==> config.mk <==
export PLATFORM = sky130hd
export DESIGN_NAME = nibble_parity_rx_v
export DESIGN_NICKNAME = d
export VERILOG_FILES = /design/src/rtl/nibble_parity_pkg.sv /design/src/rtl/parity5_v.sv /design/src/rtl/nibble_parity_rx_v.sv
export SDC_FILE = /design/constraint.sdc
export NUM_CORES = 1
export LEC_CHECK = 0
export ABC_AREA = 1
export CAP_MARGIN = 0
export CORE_ASPECT_RATIO = 0.75
export CORE_UTILIZATION = 47
export DETAILED_ROUTE_END_ITERATION = 10
export PLACE_DENSITY = 0.66
export SLEW_MARGIN = 0
export SYNTH_ARGS = -nofsm -noshare
export SYNTH_HDL_FRONTEND = slang
export SYNTH_HIERARCHICAL = 1
export SYNTH_SLANG_ARGS = --single-unit
export TNS_END_PERCENT = 10
==> constraint.sdc <==
create_clock -name i_clk -period 2.8 [get_ports i_clk]
set_input_delay 0.28 -clock i_clk [delete_from_list [all_inputs] [get_ports i_clk]]
set_output_delay 0.28 -clock i_clk [all_outputs]
set_load 0.02 [all_outputs]
==> src/rtl/nibble_parity_pkg.sv <==
// nibble_parity_pkg
// Shared definitions for the nibble parity receiver: the receive FSM state
// type, the data width of one frame and the total number of serial bits in
// a frame (start + data + parity + stop).
package nibble_parity_pkg;

    localparam int DATA_BITS  = 4;
    // start + DATA_BITS data + parity + stop
    localparam int FRAME_BITS = DATA_BITS + 3;

    typedef enum logic [2:0] {
        IDLE,
        START,
        DATA,
        PARITY,
        STOP
    } state_e;

endpackage

==> src/rtl/parity5_v.sv <==
// parity5_v
// Five-input XOR of a received nibble and its parity bit. A result of 0
// means the five bits contain an even number of ones.
// Ports:
//   i_data [3:0] - received data nibble
//   i_par        - received parity bit
//   o_xor        - XOR reduction of {i_data, i_par}
module parity5_v (
    input  logic [3:0] i_data,
    input  logic       i_par,
    output logic       o_xor
);

    assign o_xor = ^{i_data, i_par};

endmodule

==> src/rtl/nibble_parity_rx_v.sv <==
// nibble_parity_rx_v
// Serial receiver for a 7-bit frame: start(0), d0..d3 LSB first, parity,
// stop(1). Each bit lasts BIT_TICKS clocks; bits are sampled at mid-bit.
// The received nibble and its error flags are presented one cycle after the
// stop sample through a valid/ready holding register with a sticky overrun
// flag.
// Build option: define NIBBLE_PARITY_ODD_EN to check odd parity instead of
// even parity (only o_par_err changes).
// Ports:
//   i_clk       - clock, all state changes on the rising edge
//   i_rst       - asynchronous active-high reset
//   i_sd        - serial data, idle high, already synchronous to i_clk
//   i_ready     - consumer accepts the held frame when high with o_valid
//   o_data[3:0] - received nibble
//   o_valid     - o_data and flags hold a frame not yet accepted
//   o_par_err   - parity mismatch for the held frame
//   o_frm_err   - stop bit sampled low for the held frame
//   o_ovr       - sticky overrun, cleared only by reset
module nibble_parity_rx_v #(
    parameter int BIT_TICKS = 4
) (
    input  logic       i_clk,
    input  logic       i_rst,
    input  logic       i_sd,
    input  logic       i_ready,
    output logic [3:0] o_data,
    output logic       o_valid,
    output logic       o_par_err,
    output logic       o_frm_err,
    output logic       o_ovr
);

    import nibble_parity_pkg::*;

    localparam int CNT_W     = (BIT_TICKS > 1) ? $clog2(BIT_TICKS) : 1;
    localparam int BIT_CNT_W = $clog2(FRAME_BITS);

    localparam logic [CNT_W-1:0]     HALF_M1  = CNT_W'(BIT_TICKS / 2 - 1);
    localparam logic [CNT_W-1:0]     FULL_M1  = CNT_W'(BIT_TICKS - 1);
    // Samples taken before the last data bit: start + d0..d2.
    localparam logic [BIT_CNT_W-1:0] LAST_DAT = BIT_CNT_W'(DATA_BITS);

    state_e                 state_q,   state_d;
    logic [CNT_W-1:0]       cnt_q,     cnt_d;
    logic [BIT_CNT_W-1:0]   bit_cnt_q, bit_cnt_d;
    logic [DATA_BITS-1:0]   shift_q,   shift_d;
    logic                   par_q,     par_d;
    logic                   stop_q,    stop_d;
    logic                   load_q,    load_d;
    logic [DATA_BITS-1:0]   data_q,    data_d;
    logic                   valid_q,   valid_d;
    logic                   par_err_q, par_err_d;
    logic                   frm_err_q, frm_err_d;
    logic                   ovr_q,     ovr_d;

    logic                   par_xor;
    logic                   par_err_calc;

    parity5_v u_parity5 (
        .i_data (shift_q),
        .i_par  (par_q),
        .o_xor  (par_xor)
    );

`ifdef NIBBLE_PARITY_ODD_EN
    assign par_err_calc = ~par_xor;
`else
    assign par_err_calc = par_xor;
`endif

    // Receive FSM: tick counter runs freely and wraps to 0 on every sample.
    always_comb begin
        state_d   = state_q;
        cnt_d     = cnt_q + 1'b1;
        bit_cnt_d = bit_cnt_q;
        shift_d   = shift_q;
        par_d     = par_q;
        stop_d    = stop_q;
        load_d    = 1'b0;

        case (state_q)
            IDLE: begin
                cnt_d     = '0;
                bit_cnt_d = '0;
                if (!i_sd) begin
                    state_d = START;
                end
            end
            START: begin
                if (cnt_q == HALF_M1) begin
                    cnt_d     = '0;
                    bit_cnt_d = bit_cnt_q + 1'b1;
                    // A high line at mid start bit was a glitch.
                    state_d   = i_sd ? IDLE : DATA;
                end
            end
            DATA: begin
                if (cnt_q == FULL_M1) begin
                    cnt_d     = '0;
                    bit_cnt_d = bit_cnt_q + 1'b1;
                    shift_d   = {i_sd, shift_q[DATA_BITS-1:1]};
                    if (bit_cnt_q == LAST_DAT) begin
                        state_d = PARITY;
                    end
                end
            end
            PARITY: begin
                if (cnt_q == FULL_M1) begin
                    cnt_d     = '0;
                    bit_cnt_d = bit_cnt_q + 1'b1;
                    par_d     = i_sd;
                    state_d   = STOP;
                end
            end
            STOP: begin
                if (cnt_q == FULL_M1) begin
                    cnt_d   = '0;
                    stop_d  = i_sd;
                    // Frame is delivered even with a low stop bit.
                    load_d  = 1'b1;
                    state_d = IDLE;
                end
            end
            default: begin
                state_d = IDLE;
            end
        endcase
    end

    // Output holding register; a load in the accept cycle is not an overrun.
    always_comb begin
        data_d    = data_q;
        valid_d   = valid_q;
        par_err_d = par_err_q;
        frm_err_d = frm_err_q;
        ovr_d     = ovr_q;

        if (valid_q && i_ready) begin
            valid_d = 1'b0;
        end

        if (load_q) begin
            data_d    = shift_q;
            par_err_d = par_err_calc;
            frm_err_d = ~stop_q;
            valid_d   = 1'b1;
            if (valid_q && !i_ready) begin
                ovr_d = 1'b1;
            end
        end
    end

    always_ff @(posedge i_clk or posedge i_rst) begin
        if (i_rst) begin
            state_q   <= IDLE;
            cnt_q     <= '0;
            bit_cnt_q <= '0;
            shift_q   <= '0;
            par_q     <= 1'b0;
            stop_q    <= 1'b0;
            load_q    <= 1'b0;
            data_q    <= '0;
            valid_q   <= 1'b0;
            par_err_q <= 1'b0;
            frm_err_q <= 1'b0;
            ovr_q     <= 1'b0;
        end else begin
            state_q   <= state_d;
            cnt_q     <= cnt_d;
            bit_cnt_q <= bit_cnt_d;
            shift_q   <= shift_d;
            par_q     <= par_d;
            stop_q    <= stop_d;
            load_q    <= load_d;
            data_q    <= data_d;
            valid_q   <= valid_d;
            par_err_q <= par_err_d;
            frm_err_q <= frm_err_d;
            ovr_q     <= ovr_d;
        end
    end

    assign o_data    = data_q;
    assign o_valid   = valid_q;
    assign o_par_err = par_err_q;
    assign o_frm_err = frm_err_q;
    assign o_ovr     = ovr_q;

endmodule

==> results.md, run 1 <==
- Outcome: complete, no violations
- Area delta synth->final: 13.8%
- Power per cell area: 919 nW/um2
- Share of layout cells above drive strength 1: 0.135
- Critical Path Source Type: register
- Initial Utilization: 0.509
- Setup Fix Bufs, Post-CTS: 0
- Most common cell after layout, fill and taps aside: nand2_1
- Dpl hpwl: 1.55 mm
- Fin nets: 167
- Tightest Pin Transition: 842 ps
- Final Instance Area: 1360 um2
- Total GRT Usage: 0.175
- Core area: 2350 um2
- Hold Violations, Final: 0
- Vias in the first global route: 785
- Diode count: 0
- Final worst slack: 1240 ps
- Die Span Y: 45.7 um
- Seq. cell area: 576 um2
- Num CTS Buffers: 3
- I/O Buffers: 11
- Number of top-level pins: 12
- DR vias: 884
- 1st-iter DRT viols: 38
- Largest stage delay, worst path: 600 ps
- CP max stage cell: clkdlybuf4s50_1
- Largest net degree at the start of global routing: 24
- Synthesized instance count: 143
- Critical-path maximum fanout: 2
- Die footprint: 2750 um2
- P_sw: 0.549 mW
- Worst vdd ir: 0.474 mV
- Post-CTS Resized: 0
- First-pass GRT wire length: 3.44 mm
- CTS max path bufs: 2
- Internal: 0.702 mW
- Fmax: 0.640 GHz
- H-tree levels: 1
- Crit path from: o_data[0]$_DFFE_PP0P_
- CP endpoint kind: primary output
- Post-synth cell types: 21
- Setup tns final: 0 ps
- TritonCTS clock tree: yes
- Fin crit share: 0.558
- Initial antenna violation count: 0
- Placed inst area: 1330 um2
- Switching Fraction: 0.439
- FILL cells: 223
- Row cnt: 15
- Worst path required time: 2520 ps
- Warnings, synthesis: 6
- Synth Area per Inst: 8.36 um2
- Drt pass-1 iters: 4
- Worst r2r path cells: 8
- Arrival @ worst endpoint: 1280 ps
- Endpoints failing setup: 0
- Clock root buffer: clkbuf_4
- Leak Pwr: 0.692 nW
- DP Worst Slack: 1380 ps
- Vias per Instance: 4.65
- CP top delay family: buffers and inverters
- Routed length per instance: 10.7 um
- Register area share after synthesis: 0.482
- Final Skew: 4.70 ps
- Unrepaired setup endpoints after global routing: false
- WS Path Type: register to primary output
- DRC errors left: 0
- Most frequent cells in the layout: 40 x nand2_1, 23 x dfrtp_1, 21 x inv_1
- CP Cell Sequence: clkdlybuf4s50_1
- Critical Path Stages: 1
- Latest clock arrival within the worst-skew pair: 310 ps
- Post-synth net total: 153
- Clk pin slew, worst setup/hold paths: 120 ps
- Synth Cell Area: 1190 um2
- Combinational power share: 0.457
- Clock sinks: 23
- FF-to-FF Start: cnt_q[1]$_DFF_PP0_
- Die W: 60.2 um
- Minimum clock period: 1560 ps
- FF+latch count, synth: 23
- Clk network pwr share: 0.120
- Multi-input combinational cell area: 518 um2
- Final wirelength: 2.03 mm
- Tightest Hold Check Type: input port to asynchronous set/reset pin
- Max Cap Violations: 0
- GRT Residual Overflow: 0
- Max_slew headroom: 0.438
- Hold_buf cts: 0
- Post-DRT Antenna Nets: 0
- Slew Limit Fails: 0
- Flop pwr share: 0.423
- WP buf/inv: 1
- GPL Wtd Cong: 0.873
## flip-flops by register name, summed over array words and instances (netlist names)
register and count:
state_q 3, o_data 4, o_frm_err 1, bit_cnt_q 3
cnt_q 2, o_ovr 1, shift_q 4, load_q 1
stop_q 1, par_q 1, o_valid 1, o_par_err 1
## metal layers
layer,up-vias,track usage,share of wire
met5,-,0,0
met4,0,0.0419,0.0059
met3,2,0.0511,0.044
met2,17,0.264,0.43
met1,394,0.247,0.52
li1,471,-,-
## through the flow
step	utilization	hold slack (ps)	total power, mW	cells
after floorplan	-	282	0.983	143
after global placement	0.568	450	1.09	186
after detailed placement	0.568	458	1.11	186
after CTS	0.580	455	1.27	190
after global routing	0.580	488	1.38	190
final	0.580	435	1.25	190
## worst paths after layout
kind	endpoint	slack [ps]
max	o_data[0]	1240
min	state_q[2]$_DFFE_PP0P_	430
max reg2reg	state_q[1]$_DFFE_PP0P_	1430
min reg2reg	o_par_err$_DFFE_PP0P_	480
max in group asynchronous	bit_cnt_q[1]$_DFFE_PP0P_	1850
min in group i_clk	o_par_err$_DFFE_PP0P_	480
## Yosys cell counts
cell type | number | area, um2
a21oi_1 | 2 | 10.0
buf_6 | 1 | 11.3
clkbuf_1 | 1 | 3.75
dfrtp_1 | 23 | 576
ha_1 | 6 | 75.1
inv_1 | 21 | 78.8
inv_2 | 2 | 7.51
nand2_1 | 40 | 150
nand2_2 | 5 | 31.3
nand3_1 | 10 | 50.1
nand3_2 | 1 | 10.0
nor2_1 | 6 | 22.5
nor2_2 | 4 | 25.0
nor2_4 | 4 | 45.0
nor3_1 | 2 | 10.0
o21ai_0 | 10 | 50.1
o21ai_1 | 1 | 5.00
o21ai_2 | 1 | 8.76
o31ai_1 | 1 | 7.51
xnor2_1 | 1 | 8.76
xor2_1 | 1 | 8.76
## power by group through the flow
stage / clock, mW / combinational [mW] / sequential, mW
finish: 0.150 / 0.571 / 0.529
global route: 0.170 / 0.662 / 0.543
CTS: 0.159 / 0.580 / 0.529
detailed placement: 0 / 0.578 / 0.535
global placement: 0 / 0.559 / 0.532
floorplan: 0 / 0.461 / 0.522
## cells by family after synthesis
group	count (synthesis)	share of synthesized area
and+or+nand+nor	72	0.288
buffers and inverters	25	0.0848
DFF	23	0.482
AOI/OAI and AO/OA	15	0.0681
adders and majority gates	6	0.0628
xor gates and xnor gates	2	0.0147
## cell type report
cell class	count	area share
Tap cell	34	0.0313
Multi-Input combinational cell	95	0.381
Timing Repair Buffer	11	0.0810
Clock buffer	3	0.0166
Clock inverter	1	0.00368
Sequential cell	23	0.423
Inverter	23	0.0635
Note: power is estimated with default switching activity, not from simulation.
==> run 2: changes to the inputs <==
clock period = 1.5 ns   (was 2.8 ns; I/O delays follow)
==> run 2 against run 1 <==
Cell count grew 0.53%; clock power grew 90%; die area is the same; clock skew grew 2.6 ps; sequential share of layout area shrank 0.31 points; count of clock-buffer cells in the layout is the same; global-route usage grew 1.1 points; first-iteration DRC count shrank 7.9%; design area grew 0.74%; via count shrank 0.34%; hold slack lost 270 ps.
==> results.md, run 2 (synthesis gave the netlist of run 1 again) <==
- Outcome: complete, no violations
- Clk pin slew, worst setup/hold paths: 130 ps
- CP top delay family: buffers and inverters
- Core area: 2350 um2
- DRC errors left: 0
- Latest clock arrival within the worst-skew pair: 310 ps
- Die Span Y: 45.7 um
- Largest stage delay, worst path: 600 ps
- Minimum clock period: 1430 ps
- Worst r2r path cells: 8
- CP endpoint: o_data[0]
- 1st-iter DRT viols: 35
- Number of top-level pins: 12
- Initial Utilization: 0.509
- Fin nets: 168
- Reg2reg setup slack: 180 ps
- DP Worst Slack: 185 ps
- Max_slew headroom: 0.777
- Die W: 60.2 um
- Clock root buffer: clkbuf_4
- WS Path Type: register to primary output
- FF-to-FF Start: cnt_q[0]$_DFF_PP0_
- GPL Wtd Cong: 0.794
- CP Cell Sequence: clkdlybuf4s50_1
- WP buf/inv: 1
- Arrival @ worst endpoint: 1280 ps
- Setup Fix Bufs, Post-CTS: 0
- CTS max path bufs: 2
- Max Cap Violations: 0
- Most frequent cells in the layout: 40 x nand2_1, 23 x dfrtp_1, 21 x inv_1
- Crit path from: o_data[0]$_DFFE_PP0P_
- Vias per Instance: 4.61
- Tightest Hold Check Type: input port to asynchronous set/reset pin
- Endpoints failing setup: 0
- Critical Path Source Type: register
- R2r endpoint: state_q[0]$_DFFE_PP0P_
- Fmax: 0.698 GHz
- TritonCTS clock tree: yes
- Final wirelength: 2.06 mm
- Unrepaired setup endpoints after global routing: false
- Leak Pwr: 0.694 nW
- Row cnt: 15
- I/O Buffers: 11
- Final Skew: 7.32 ps
- Worst path required time: 1350 ps
- Post-DRT Antenna Nets: 0
- Clock sinks: 23
- H-tree levels: 1
- Share of layout cells above drive strength 1: 0.146
- P_sw: 1.06 mW
- Slew Limit Fails: 0
- Internal: 1.31 mW
- Core Util, Final: 0.584
- Initial antenna violation count: 0
- Dpl hpwl: 1.56 mm
- Area delta synth->final: 14.7%
- Routed length per instance: 10.8 um
- Final worst slack: 67.7 ps
- FILL cells: 232
- First-pass GRT wire length: 3.66 mm
- Switching Fraction: 0.446
- Die footprint: 2750 um2
- Vias in the first global route: 801
- Critical-path maximum fanout: 2
- Critical Path Stages: 1
- Worst vdd ir: 0.727 mV
- Drt pass-1 iters: 4
- Largest net degree at the start of global routing: 24
- Tightest Pin Transition: 334 ps
- Setup tns final: 0 ps
- CP endpoint kind: primary output
- CP max stage cell: clkdlybuf4s50_1
- Hold Violations, Final: 0
- Clk network pwr share: 0.120
- Flop pwr share: 0.422
- Most common cell after layout, fill and taps aside: nand2_1
- Num CTS Buffers: 3
- DR vias: 881
- GRT Residual Overflow: 0
- Combinational power share: 0.458
- Fin crit share: 0.955
- Power per cell area: 1730 nW/um2
- Diode count: 0
- Total GRT Usage: 0.186
==> run 2: how the worst min path moves through the flow <==
stage,from,end,cells after the start
floorplan,i_rst,bit_cnt_q[0]$_DFFE_PP0P_,1
global placement,o_ovr$_DFFE_PP0P_,o_ovr$_DFFE_PP0P_,2
detailed placement,o_ovr$_DFFE_PP0P_,o_ovr$_DFFE_PP0P_,2
CTS,i_rst,cnt_q[0]$_DFF_PP0_,3
global route,i_rst,o_ovr$_DFFE_PP0P_,3
finish,i_rst,state_q[2]$_DFFE_PP0P_,3
==> run 2: layout make-up <==
class	instances	area (um2)	share of cell area
tap	34	42.5	0.0311
timing repair buffer	12	118	0.0858
clock inverter	1	5.00	0.00365
multi-input combinational	95	520	0.380
clock buffer	3	22.5	0.0164
sequential	23	576	0.420
inverter	23	86.3	0.0630
==> run 2: metrics by stage <==
stage	total power [mW]	hold slack, ps	instance area, um2	instances
2_1_floorplan	1.83	152	1190	143
6_report	2.37	161	1370	191
4_1_cts	2.38	173	1370	191
3_5_place_dp	2.09	454	1340	187
3_3_place_gp	2.04	447	1340	187
5_1_grt	2.62	186	1370	191
==> run 2: timing repair <==
action / 4_1_cts / 5_1_grt
hold buffers: 0 / 0
setup endpoints to repair: 0 / 1
gates resized for setup: 0 / 1
==> run 2: metal layers <==
layer | GRT usage | up-vias | wire length (um)
li1 | - | 470 | -
met1 | 0.273 | 388 | 1100
met2 | 0.273 | 21 | 850
met3 | 0.0511 | 2 | 87
met4 | 0.0419 | 0 | 14
met5 | 0 | - | 0
==> run 2: worst register-to-register path, cell delays in order (launching register included) <==
cell and delay [ps]:
dfrtp_1 430, ha_2 230, nand2_1 60, nor2_1 160
nor2_4 70, nor2_4 110, nand2_2 70, nand2_1 60
nand2_1 50
==> run 2: power groups by stage <==
stage / Clock (mW) / Combinational [mW] / Sequential (mW)
after floorplan: 0 / 0.860 / 0.975
after global placement: 0 / 1.05 / 0.997
after detailed placement: 0 / 1.09 / 1.01
after CTS: 0.293 / 1.09 / 0.996
after global routing: 0.322 / 1.27 / 1.03
final: 0.285 / 1.08 / 1.00
